$ cat src/rtl/div_unit_pkg.sv
//------------------------------------------------------------------------------
// Module  : div_unit_pkg
// Purpose : Shared definitions for the multi-cycle divider: FSM state
//           encodings, DIV/DIVU aluop codes, result/ready constants and a
//           helper that converts a signed operand to its magnitude.
// Rev     : 1.0  initial release
//------------------------------------------------------------------------------
`default_nettype none

package div_unit_pkg;

    // Divider FSM states
    typedef enum logic [1:0] {
        DIV_FREE   = 2'b00,
        DIV_BYZERO = 2'b01,
        DIV_ON     = 2'b10,
        DIV_END    = 2'b11
    } div_state_e;

    // EX-stage aluop codes that route to the divider
    localparam logic [7:0]  c_EXE_DIV_OP       = 8'b0001_1010;
    localparam logic [7:0]  c_EXE_DIVU_OP      = 8'b0001_1011;

    // Result / handshake constants
    localparam logic [63:0] c_ZERO_DWORD       = 64'h0;
    localparam logic        c_DIV_RESULT_READY = 1'b1;
    localparam logic        c_DIV_RESULT_NOT_READY = 1'b0;
    localparam logic [5:0]  c_DIV_LAST_STEP    = 6'd32;

    // Two's-complement magnitude of v when it is a negative signed value
    function automatic logic [31:0] div_magnitude(input logic [31:0] v,
                                                  input logic        is_signed);
        return (is_signed && v[31]) ? (~v + 32'd1) : v;
    endfunction

endpackage

`default_nettype wire

$ cat src/rtl/div_unit.sv
//------------------------------------------------------------------------------
// Module  : div_unit
// Purpose : 32-bit restoring divider for DIV/DIVU, one quotient bit per cycle.
//           Result is {remainder, quotient}; signed results are produced by
//           dividing magnitudes and fixing the signs on the final edge.
// Ports   : clk           - clock, rising edge
//           rst_n         - asynchronous active-low reset
//           signed_div_i  - 1 = signed DIV, 0 = unsigned DIVU
//           opdata1_i     - dividend
//           opdata2_i     - divisor
//           start_i       - request, held by EX until ready_o is seen
//           annul_i       - cancel an in-flight division
//           result_o      - {remainder, quotient} -> {HI, LO}
//           ready_o       - result_o valid
// Rev     : 1.0  initial release
//------------------------------------------------------------------------------
`default_nettype none

module div_unit
    import div_unit_pkg::*;
(
    input  logic        clk,
    input  logic        rst_n,
    input  logic        signed_div_i,
    input  logic [31:0] opdata1_i,
    input  logic [31:0] opdata2_i,
    input  logic        start_i,
    input  logic        annul_i,
    output logic [63:0] result_o,
    output logic        ready_o
);

    div_state_e  r_state,    w_state_nxt;
    logic [5:0]  r_cnt,      w_cnt_nxt;
    logic [64:0] r_dividend, w_dividend_nxt;
    logic [31:0] r_divisor,  w_divisor_nxt;
    logic        r_neg_quot, w_neg_quot_nxt;
    logic        r_neg_rem,  w_neg_rem_nxt;
    logic [63:0] w_result_nxt;
    logic        w_ready_nxt;
    logic [32:0] w_diff;
    logic [31:0] w_quot;
    logic [31:0] w_rem;

    // Trial subtraction of the divisor from the current partial remainder;
    // bit 32 set means the subtraction borrowed and must be discarded.
    assign w_diff = {1'b0, r_dividend[63:32]} - {1'b0, r_divisor};

    // After 32 steps the quotient sits in the low word and the remainder in
    // the top 32 bits (the working register carries one extra shift slot).
    assign w_quot = r_neg_quot ? (~r_dividend[31:0]  + 32'd1) : r_dividend[31:0];
    assign w_rem  = r_neg_rem  ? (~r_dividend[64:33] + 32'd1) : r_dividend[64:33];

    always_comb begin
        w_state_nxt    = r_state;
        w_cnt_nxt      = r_cnt;
        w_dividend_nxt = r_dividend;
        w_divisor_nxt  = r_divisor;
        w_neg_quot_nxt = r_neg_quot;
        w_neg_rem_nxt  = r_neg_rem;
        w_result_nxt   = result_o;
        w_ready_nxt    = ready_o;

        case (r_state)
            DIV_FREE: begin
                w_result_nxt = c_ZERO_DWORD;
                w_ready_nxt  = c_DIV_RESULT_NOT_READY;
                if (start_i && !annul_i) begin
                    if (opdata2_i == 32'h0) begin
                        w_state_nxt = DIV_BYZERO;
                    end else begin
                        w_state_nxt    = DIV_ON;
                        w_cnt_nxt      = 6'd0;
                        w_dividend_nxt = {32'h0, div_magnitude(opdata1_i, signed_div_i), 1'b0};
                        w_divisor_nxt  = div_magnitude(opdata2_i, signed_div_i);
                        w_neg_quot_nxt = signed_div_i & (opdata1_i[31] ^ opdata2_i[31]);
                        w_neg_rem_nxt  = signed_div_i & opdata1_i[31];
                    end
                end
            end

            DIV_BYZERO: begin
                w_state_nxt    = DIV_END;
                w_dividend_nxt = 65'h0;
                w_result_nxt   = c_ZERO_DWORD;
                w_ready_nxt    = c_DIV_RESULT_READY;
            end

            DIV_ON: begin
                if (annul_i) begin
                    w_state_nxt  = DIV_FREE;
                    w_cnt_nxt    = 6'd0;
                    w_result_nxt = c_ZERO_DWORD;
                    w_ready_nxt  = c_DIV_RESULT_NOT_READY;
                end else if (r_cnt != c_DIV_LAST_STEP) begin
                    // Shift in quotient bit 0 on borrow, otherwise keep the
                    // difference as the new partial remainder and shift in 1.
                    if (w_diff[32]) begin
                        w_dividend_nxt = {r_dividend[63:0], 1'b0};
                    end else begin
                        w_dividend_nxt = {w_diff[31:0], r_dividend[31:0], 1'b1};
                    end
                    w_cnt_nxt = r_cnt + 6'd1;
                end else begin
                    w_state_nxt  = DIV_END;
                    w_cnt_nxt    = 6'd0;
                    w_result_nxt = {w_rem, w_quot};
                    w_ready_nxt  = c_DIV_RESULT_READY;
                end
            end

            DIV_END: begin
                if (!start_i) begin
                    w_state_nxt  = DIV_FREE;
                    w_result_nxt = c_ZERO_DWORD;
                    w_ready_nxt  = c_DIV_RESULT_NOT_READY;
                end
            end

            default: begin
                w_state_nxt = DIV_FREE;
            end
        endcase
    end

    always_ff @(posedge clk or negedge rst_n) begin
        if (!rst_n) begin
            r_state    <= DIV_FREE;
            r_cnt      <= 6'd0;
            r_dividend <= 65'h0;
            r_divisor  <= 32'h0;
            r_neg_quot <= 1'b0;
            r_neg_rem  <= 1'b0;
            result_o   <= c_ZERO_DWORD;
            ready_o    <= c_DIV_RESULT_NOT_READY;
        end else begin
            r_state    <= w_state_nxt;
            r_cnt      <= w_cnt_nxt;
            r_dividend <= w_dividend_nxt;
            r_divisor  <= w_divisor_nxt;
            r_neg_quot <= w_neg_quot_nxt;
            r_neg_rem  <= w_neg_rem_nxt;
            result_o   <= w_result_nxt;
            ready_o    <= w_ready_nxt;
        end
    end

endmodule

`default_nettype wire

$ cat config.mk
export PLATFORM = sky130hd
export DESIGN_NAME = div_unit
export DESIGN_NICKNAME = d
export VERILOG_FILES = /design/src/rtl/div_unit_pkg.sv /design/src/rtl/div_unit.sv
export SDC_FILE = /design/constraint.sdc
export NUM_CORES = 1
export LEC_CHECK = 0
export CAP_MARGIN = 5
export CORE_ASPECT_RATIO = 1.1
export CORE_MARGIN = 1
export CORE_UTILIZATION = 50
export DETAILED_ROUTE_END_ITERATION = 16
export GPL_TIMING_DRIVEN = 0
export PLACE_DENSITY_LB_ADDON = 0.15
export SLEW_MARGIN = 30
export SYNTH_ARGS = -nofsm -noshare
export SYNTH_HDL_FRONTEND = slang
export SYNTH_SLANG_ARGS = --single-unit
$ cat constraint.sdc
create_clock -name clk -period 4 [get_ports clk]
set_input_delay 0.6 -clock clk [delete_from_list [all_inputs] [get_ports clk]]
set_output_delay 0.6 -clock clk [all_outputs]
set_load 0.01 [all_outputs]
==> reports/metrics.yaml, run 1 <==
status:
  outcome: "finished clean"
cells_and_area:
  seq_area_mm2: 0.00430
  syn_to_final_growth_pct: 20.4
  final_layout_size_suffix_gt1_share_pct: 4.71
  nFillCells: 2001
  multi_input_area_mm2: 0.00669
  num_antenna_cells: 0
  final_nets: 1628
synth:
  avgSynthCellArea_um2: 8.48
  yosys_most_used_dff: "dfrtp_1"
  postSynthCellCount: 1359
  ys_seq_elements: 172
  ys_top_cells_by_area: "dfrtp_1, xor2_1, o21ai_0"
  synth_area_leader_cell: "dfrtp_1"
  syn-num-nets: 1472
  yosysSeqAreaShare_pct: 37.3
  synth_edf_count: 0
  ys_warn_count: 0
  synthArstFlopShare_pct: 100
  ys_types: 67
  netlist_area_mm2: 0.0115
  netlist.area_leader.share_pct: 37.3
worst_setup_path:
  critical_path.most_common_cell: "clkbuf_1"
  setup.worst_path.start_class: "input port"
  crit_buf_inv: 4
  r2r_slack_ns: 0.41
  cp.arrival_ns: 3.90
  end_kind: "register"
  crit_required_ns: 4.30
  critPathMaxFanout: 10
  cp_top_family: "buffers and inverters"
  max_stage_delay_ns: 0.56
  path_cells: "clkdlybuf4s50_1 > or4_1 > nor4_1 > nand4_1 > buf_4 > nor2_1 > a21o_1 > clkbuf_1 > clkbuf_1 > o21ai_0"
  cp_slowest_cell: "or4_1"
  crit_type: "in -> reg"
grt:
  grt.overflow.total: 0
  grt_usage_pct: 28.2
  grt_pass1_wl_mm: 52.5
  grt_pass1_vias: 10193
  grt_max_degree: 67
  antenna_found_initial: 0
sta:
  skew_ns: 0.0123
  fmax_ghz: 0.277
  whs_ns: 0.0588
  relSlewSlack_pct: 42.7
  postLayoutSetupSlackWorst_ns: 0.395
  rsz0062_at_grt: "false"
  period_share_pct: 90.1
  tns_ns: 0
  hold_viol: 0
  drv_slew: 0
  finalSetupViolCount: 0
  worst-slew-pin-transition_ns: 0.853
  fin_crit_ns: 3.61
floorplan:
  die_area_mm2: 0.0237
  rows: 57
  fp.coreArea_mm2: 0.0223
  die_x_um: 147
  start_util_pct: 51.7
  die-height_um: 161
  ioPinCount: 134
pwr:
  irDropWorstVdd_mv: 0.268
  p_int_w: 0.00416
  p_clk_share_pct: 21.6
  p_sw_w: 0.00339
  p_per_area_mw_per_mm2: 544
  p_leak_nw: 6.08
  p_comb_share_pct: 46.5
  swShare_pct: 44.9
  seqPwrFrac_pct: 31.9
place:
  gp_congestion: 0.930
  port_buffers: 133
  dp_hpwl_mm: 25.5
  pre_cts_ws_ns: -0.405
worst_hold_path:
  hold_class: "in -> async"
clock_network:
  cts_tree: "built"
  root_buffer: "clkbuf_16"
  numCtsBuffers: 17
  htreeDepth: 4
  clk_pin_slew_worst_paths_ns: 0.08
  holdBufCountCts: 0
  cts_max_path_buffers: 2
  clock_latency_ns: 0.44
  clkSinkCount: 172
run:
  drv_cap: 0
routing:
  totalWireLength_mm: 32.7
  ant_nets: 0
  drt-initial-drc-count: 635
  drt-wirelength-per-cell_um: 18.0
  first_pass_iters: 6
  drcViolationCount: 0
  viasPerCell: 5.84
  num_vias: 10639
## layer usage
metal	up-vias	part of all wire (%)	GRT usage [%]
met2	344	50	50.0
li1	5185	-	-
met4	0	3.0	10.9
met5	-	0	0
met3	51	5.6	3.31
met1	5059	41	35.1
## Yosys cell counts, types with 8 or more instances
cell type,number
inv_1,55
nand3_1,21
a22oi_1,23
and3_1,8
xnor2_1,50
a31oi_1,11
mux2i_1,29
clkbuf_1,60
a21o_1,11
o21ai_0,159
nor4_1,21
or4_1,12
nor2_1,82
or3_1,9
nand2b_1,16
nand4_1,10
o31ai_1,51
dfrtp_1,172
nand2_1,191
ha_1,43
o41ai_1,17
xor2_1,93
nor3_1,22
a21oi_1,85
## state kept, by name, indices dropped and copies added (netlist names)
register	count
result_o	64
r_cnt	6
r_neg_quot	1
r_state	2
ready_o	1
r_divisor	32
r_dividend	65
r_neg_rem	1
## worst register-to-register path, cell delays in order, from the launching register on
cell and delay (ns):
dfrtp_1 0.47, ha_1 0.32, clkbuf_1 0.22, a2111oi_0 0.45, o21ai_0 0.22, nand4_1 0.17, and3_1 0.29, a21oi_1 0.14
a221oi_2 0.34, buf_4 0.27, buf_4 0.25, mux2i_1 0.21, o21ai_0 0.09
## power by group through the flow
stage          sequential [W]  combinational [W]  clock, W
3_3_place_gp          0.00243            0.00341         0
6_report              0.00241            0.00351   0.00163
3_5_place_dp          0.00244            0.00346         0
2_1_floorplan         0.00236            0.00243         0
5_1_grt               0.00246            0.00390   0.00172
4_1_cts               0.00240            0.00349   0.00164
## cells by family after synthesis
logic type                 Yosys count  share of synthesized area (%)
AOI/OAI and AO/OA                  411                           21.9
and+or+nand+nor                    426                           17.4
xor gates and xnor gates           143                           10.9
DFF                                172                           37.3
buffers and inverters              129                           4.66
muxes                               34                           3.01
adders and majority gates           44                           4.84
## per-stage QoR
stage	power (W)	utilization [%]	std cells	cell area, um^2
after floorplan	0.00479	-	1359	11500
after global placement	0.00583	59.3	1787	13200
after CTS	0.00753	62.1	1821	13900
final	0.00755	62.2	1823	13900
after global routing	0.00807	62.2	1823	13900
after detailed placement	0.00590	59.6	1789	13300
## repair_timing
| action | in CTS | in global routing |
|---|---|---|
| endpoints found under the setup margin | 0 | 63 |
| gates resized for setup | 0 | 4 |
| buffers inserted | 0 | 2 |
## final timing paths
check,startpoint,depth (start not counted),endpoint
min in group clk,result_o[16]$_DFFE_PN0P_,2,result_o[16]$_DFFE_PN0P_
max reg2reg,r_dividend[43]$_DFFE_PN0P_,12,r_dividend[44]$_DFFE_PN0P_
min,rst_n,1,result_o[8]$_DFFE_PN0P_
min reg2reg,result_o[16]$_DFFE_PN0P_,2,result_o[16]$_DFFE_PN0P_
max in group asynchronous,rst_n,2,r_dividend[39]$_DFFE_PN0P_
max,opdata2_i[19],10,r_dividend[31]$_DFFE_PN0P_
## placed cells by master, fill, tap and decap left out, types with 4 or more instances in the layout
cell type | netlist | final
or3_4 | 4 | 4
a31oi_1 | 11 | 11
inv_1 | 55 | 55
a21o_1 | 11 | 11
a22oi_1 | 23 | 23
o21ai_0 | 159 | 159
a21oi_1 | 85 | 84
o41ai_1 | 17 | 17
xor2_1 | 93 | 93
clkbuf_1 | 60 | 58
clkbuf_16 | 0 | 17
nand4_1 | 10 | 10
and3_1 | 8 | 8
o21a_1 | 6 | 6
ha_1 | 43 | 43
or4_1 | 12 | 12
buf_4 | 4 | 6
clkdlybuf4s50_1 | 0 | 132
dfrtp_1 | 172 | 172
inv_6 | 0 | 5
nor2_1 | 82 | 82
o211ai_1 | 5 | 5
and2_1 | 4 | 4
nor4_1 | 21 | 21
o31ai_1 | 51 | 51
inv_8 | 0 | 5
xnor2_1 | 50 | 50
o22ai_1 | 5 | 5
nand2_1 | 191 | 191
mux2i_1 | 29 | 29
a221oi_1 | 5 | 5
nand2b_1 | 16 | 16
nor2b_1 | 7 | 7
nor3_1 | 22 | 22
nand3_1 | 21 | 21
a211oi_1 | 5 | 5
a31o_2 | 4 | 4
or3_1 | 9 | 9
mux2_2 | 5 | 5
## final cells by class
type	count	share of cell area [%]
Buffer	73	2.37
Clock buffer	17	3.06
Clock inverter	15	1.05
Inverter	56	1.51
Multi-Input combinational cell	1058	48.2
Sequential cell	172	31.0
Tap cell	295	2.66
Timing Repair Buffer	137	10.1
No activity file was read; power rests on OpenSTA's default activity.
==> run 2, diff against run 1 <==
--- a/config.mk
+++ b/config.mk
@@ -7,7 +7,7 @@
 export LEC_CHECK = 0
 export CAP_MARGIN = 5
 export CORE_ASPECT_RATIO = 1.1
-export CORE_MARGIN = 1
+export CORE_MARGIN = 3
 export CORE_UTILIZATION = 50
 export DETAILED_ROUTE_END_ITERATION = 16
 export GPL_TIMING_DRIVEN = 0
==> run 2 against run 1 <==
Worst setup slack lost 0.14 ns. Clock-buffer cell count is the same. Sequential share of layout area is essentially flat. Clock power grew 6%. Critical path type unchanged. Critical endpoint is now r_dividend[51]$_DFFE_PN0P_.
==> reports/metrics.yaml, run 2 (same netlist as run 1, synthesis figures left out) <==
status:
  outcome: "finished clean"
worst_setup_path:
  crit_required_ns: 4.29
  end_kind: "register"
  max_stage_delay_ns: 0.57
  setup.worst_path.start_class: "input port"
  cp.arrival_ns: 4.04
  cp_slowest_cell: "or4_1"
  critPathMaxFanout: 10
  path_cells: "clkdlybuf4s50_1 > or4_1 > nor4_1 > nand4_1 > nor2_1 > a21oi_2 > nand2_1 > clkbuf_1 > clkbuf_1 > o21ai_0"
  critical_path.most_common_cell: "clkbuf_1"
  crit_type: "in -> reg"
  ff2ff_path_depth: 12
floorplan:
  die_x_um: 151
  die-height_um: 165
  die_area_mm2: 0.0249
  rows: 57
  ioPinCount: 134
  fp.coreArea_mm2: 0.0224
  start_util_pct: 51.5
cells_and_area:
  syn_to_final_growth_pct: 20.6
  final_cell_mix: "nand2_1, dfrtp_1, o21ai_0, clkdlybuf4s50_1, xor2_1"
  num_antenna_cells: 0
  largest-register: "r_dividend"
  final_layout_size_suffix_gt1_share_pct: 4.53
  final_core_util_pct: 62.1
  final_common_cell: "nand2_1"
  reg_top3: "r_dividend (65), result_o (64), r_divisor (32)"
  largest_reg_flops: 65
  layout.cells.non_filler: 1819
  final_nets: 1625
  nFillCells: 2060
grt:
  antenna_found_initial: 0
  grt_pass1_vias: 10314
  grt_max_degree: 80
  grt_usage_pct: 26.5
  grt_pass1_wl_mm: 52.3
  grt.overflow.total: 0
clock_network:
  numCtsBuffers: 17
  clock_latency_ns: 0.43
  htreeDepth: 4
  holdBufCountCts: 0
  cts_tree: "built"
  root_buffer: "clkbuf_16"
  cts_max_path_buffers: 2
  clkSinkCount: 172
  cts_setup_buffers: 0
  clk_pin_slew_worst_paths_ns: 0.07
  cts_resized: 0
routing:
  drcViolationCount: 0
  drt-wirelength-per-cell_um: 18.0
  ant_nets: 0
  totalWireLength_mm: 32.8
  first_pass_iters: 5
  drt-initial-drc-count: 645
  viasPerCell: 5.85
  num_vias: 10635
sta:
  rsz0062_at_grt: "false"
  hold_viol: 0
  period_share_pct: 93.7
  fmax_ghz: 0.267
  tns_ns: 0
  drv_slew: 0
  skew_ns: 0.0133
  fin_crit_ns: 3.75
  finalSetupViolCount: 0
  worst-slew-pin-transition_ns: 0.912
  relSlewSlack_pct: 38.7
  postLayoutSetupSlackWorst_ns: 0.251
pwr:
  p_comb_share_pct: 45.9
  irDropWorstVdd_mv: 0.254
  p_sw_w: 0.00333
  p_leak_nw: 6.08
  p_clk_share_pct: 22.6
  p_per_area_mw_per_mm2: 550
  seqPwrFrac_pct: 31.5
  swShare_pct: 43.5
  p_int_w: 0.00432
worst_hold_path:
  hold_class: "in -> async"
run:
  drv_cap: 0
place:
  pre_cts_ws_ns: -0.436
  port_buffers: 133
  gp_congestion: 0.945
  dp_hpwl_mm: 25.6
  dp_cells: 1789
==> run 2: power groups by stage <==
stage / clock [W] / combinational (W) / sequential [W]
after global routing: 0.00182 / 0.00393 / 0.00246
after floorplan: 0 / 0.00243 / 0.00236
final: 0.00173 / 0.00351 / 0.00241
after global placement: 0 / 0.00340 / 0.00243
after detailed placement: 0 / 0.00347 / 0.00244
after CTS: 0.00175 / 0.00350 / 0.00241
==> run 2: worst paths after layout <==
kind                                            start                    endpoint  slack, ns
max in group asynchronous                       rst_n   r_divisor[29]$_DFFE_PN0P_       2.97
hold / removal                                  rst_n    result_o[10]$_DFFE_PN0P_       0.01
setup / recovery                        opdata2_i[19]  r_dividend[51]$_DFFE_PN0P_       0.25
min in group clk             result_o[21]$_DFFE_PN0P_    result_o[21]$_DFFE_PN0P_       0.48
hold reg to reg              result_o[21]$_DFFE_PN0P_    result_o[21]$_DFFE_PN0P_       0.48
setup reg to reg           r_dividend[51]$_DFFE_PN0P_  r_dividend[44]$_DFFE_PN0P_       0.41
==> run 2: final cells by class <==
cell class,instances,area (um^2),share of cell area (%)
sequential,172,4300,31.0
inverter,56,210,1.51
buffer,72,325,2.34
timing repair buffer,135,1390,10.0
clock buffer,17,425,3.06
clock inverter,14,183,1.31
tap,295,369,2.66
multi-input combinational,1058,6690,48.1
==> run 2: through the flow <==
stage	hold slack, ns	instance area (um^2)	total power [W]
5_1_grt	0.0150	13900	0.00821
3_5_place_dp	0.470	13300	0.00591
2_1_floorplan	0.304	11500	0.00479
6_report	0.0117	13900	0.00765
3_3_place_gp	0.459	13200	0.00583
4_1_cts	0.00764	13900	0.00766
==> run 2: critical path: cells and delay by family <==
family	cells	cell delay, ns
buffers and inverters	3	1.22
AOI/OAI and AO/OA	2	0.40
and+or+nand+nor	5	1.81
==> run 2: per-layer routing <==
layer  global-route usage [%]  routed length (um)
met1                     32.1               13400
met2                     47.2               16300
met3                     3.88                1870
met4                     10.9                1200
met5                        0                   0
==> run 3, diff against run 2 <==
--- a/config.mk
+++ b/config.mk
@@ -6,12 +6,13 @@
 export NUM_CORES = 1
 export LEC_CHECK = 0
 export CAP_MARGIN = 5
-export CORE_ASPECT_RATIO = 1.1
-export CORE_MARGIN = 3
+export CORE_ASPECT_RATIO = 0.8
+export CORE_MARGIN = 2
 export CORE_UTILIZATION = 50
 export DETAILED_ROUTE_END_ITERATION = 16
 export GPL_TIMING_DRIVEN = 0
 export PLACE_DENSITY_LB_ADDON = 0.15
+export SETUP_SLACK_MARGIN = 0.05
 export SLEW_MARGIN = 30
 export SYNTH_ARGS = -nofsm -noshare
 export SYNTH_HDL_FRONTEND = slang
==> run 3 against run 2 <==
Non-clock buffer count rose by 3. Clock-buffer cell count did not move. Die area down 2.5%. Clock skew up 0.00094 ns. Hold slack gained 0.038 ns. Sequential power hardly changed. Fmax is 0.43% higher. Final cell count is 0.82% higher. Register-to-register slack got worse by 0.14 ns. Critical path depth rose by 2. Critical path type is now reg -> reg. Critical endpoint is now r_dividend[47]$_DFFE_PN0P_. Largest cell class unchanged.
==> reports/metrics.yaml, run 3 (same netlist as run 1, synthesis figures left out) <==
status:
  outcome: "finished clean"
routing:
  totalWireLength_mm: 34.4
  drcViolationCount: 0
  num_vias: 10855
  viasPerCell: 5.92
  ant_nets: 0
  drt-initial-drc-count: 1068
  drt-wirelength-per-cell_um: 18.8
  first_pass_iters: 5
floorplan:
  ioPinCount: 134
  rows: 49
  die_x_um: 174
  die_area_mm2: 0.0243
  start_util_pct: 51.1
  die-height_um: 140
  fp.coreArea_mm2: 0.0226
pwr:
  p_total_w: 0.00767
  p_per_area_mw_per_mm2: 552
  p_leak_nw: 6.09
  irDropWorstVdd_mv: 0.373
cells_and_area:
  reg_top3: "r_dividend (65), result_o (64), r_divisor (32)"
  layout.cells.non_filler: 1834
  final_cell_mix: "nand2_1, dfrtp_1, o21ai_0, clkdlybuf4s50_1, xor2_1"
  final_layout_size_suffix_gt1_share_pct: 4.97
  final_nets: 1628
  largest_reg_flops: 65
  final_common_cell: "nand2_1"
  multi_input_area_mm2: 0.00669
  nFillCells: 2023
  largest-register: "r_dividend"
  seq_area_mm2: 0.00430
  num_antenna_cells: 0
  syn_to_final_growth_pct: 20.6
clock_network:
  clock_latency_ns: 0.45
  cts_max_path_buffers: 2
  htreeDepth: 4
  holdBufCountCts: 0
  clk_pin_slew_worst_paths_ns: 0.07
  clkSinkCount: 172
  root_buffer: "clkbuf_16"
  numCtsBuffers: 17
  cts_tree: "built"
grt:
  antenna_found_initial: 0
  grt_pass1_wl_mm: 54.8
  grt_pass1_vias: 9992
  grt_usage_pct: 28.5
  grt_max_degree: 69
  grt.overflow.total: 0
worst_setup_path:
  crit_buf_inv: 3
  cp.arrival_ns: 4.04
  max_stage_delay_ns: 0.46
  crit_required_ns: 4.31
  cp_top_family: "compound AO/OA/AOI/OAI gates"
  critPathMaxFanout: 10
  path_cells: "ha_1 > clkbuf_1 > a2111oi_0 > o21ai_0 > nand4_1 > and3_1 > a21oi_1 > a221oi_2 > buf_4 > buf_4 > mux2i_1 > o21ai_0"
  end_kind: "register"
  crit_type: "reg -> reg"
  setup.worst_path.start_class: "register"
  cp.depth: 12
  ff2ff_path_depth: 12
  cp_slowest_cell: "dfrtp_1"
run:
  drv_cap: 0
sta:
  drv_slew: 0
  fin_crit_ns: 3.73
  worst-slew-pin-transition_ns: 0.971
  finalSetupViolCount: 0
  skew_ns: 0.0142
  relSlewSlack_pct: 34.4
  rsz0062_at_grt: "false"
  period_share_pct: 93.3
  postLayoutSetupSlackWorst_ns: 0.267
  hold_viol: 0
  fmax_ghz: 0.268
place:
  pre_cts_ws_ns: -0.512
  port_buffers: 133
  dp_hpwl_mm: 26.4
  gp_congestion: 0.982
  dp_cells: 1800
worst_hold_path:
  hold_class: "in -> async"
-- run 3: repair_timing --
item,CTS,global route
pin swaps,0,1
setup endpoints to repair,20,62
setup buffers,0,2
resized for setup,2,8
-- run 3: layout make-up --
type                       count  share of cell area, %
buffer                        73                   2.40
clock buffer                  17                   3.06
clock inverter                15                   1.04
inverter                      56                   1.51
multi-input combinational   1058                   48.1
sequential                   172                   31.0
tap                          306                   2.75
timing repair buffer         137                   10.1
-- run 3: layer usage --
layer	vias up	part of all wire [%]	GRT usage [%]
met4	0	1.5	6.77
met1	5209	49	44.6
li1	5180	-	-
met2	434	41	39.7
met5	-	0	0
met3	32	8.4	6.34
-- run 3: final timing paths --
path	startpoint	slack (ns)	to
hold / removal	rst_n	0.05	result_o[18]$_DFFE_PN0P_
setup / recovery	r_dividend[43]$_DFFE_PN0P_	0.27	r_dividend[47]$_DFFE_PN0P_
hold reg to reg	result_o[28]$_DFFE_PN0P_	0.48	result_o[28]$_DFFE_PN0P_
max in group asynchronous	rst_n	3.25	r_cnt[0]$_DFFE_PN0P_
min in group clk	result_o[28]$_DFFE_PN0P_	0.48	result_o[28]$_DFFE_PN0P_
setup reg to reg	r_dividend[43]$_DFFE_PN0P_	0.27	r_dividend[47]$_DFFE_PN0P_
-- run 3: report_power, final --
| group | switching (W) | leakage, nW | total [W] | internal (W) |
|---|---|---|---|---|
| registers | 0.000336 | 2.28 | 0.00243 | 0.00209 |
| clock network | 0.000821 | 0.284 | 0.00165 | 0.000832 |
| logic | 0.00235 | 3.53 | 0.00359 | 0.00125 |
-- run 3: worst reg2reg max path, stage by stage (launching register included) --
cell and delay, ns:
dfrtp_1 0.46, ha_1 0.31, clkbuf_1 0.22, a2111oi_0 0.46, o21ai_0 0.27, nand4_1 0.20, and3_1 0.30, a21oi_1 0.13
a221oi_2 0.38, buf_4 0.28, buf_4 0.26, mux2i_1 0.21, o21ai_0 0.10
-- run 3: metrics by stage --
stage               area, um^2  util, %  hold slack, ns  setup TNS (ns)
floorplan                11500        -           0.304               0
global placement         13200     58.7           0.461         -853.58
detailed placement       13300     59.0           0.467          -21.49
CTS                      13900     61.5          0.0682               0
global route             13900     61.6          0.0770               0
finish                   13900     61.6          0.0497               0
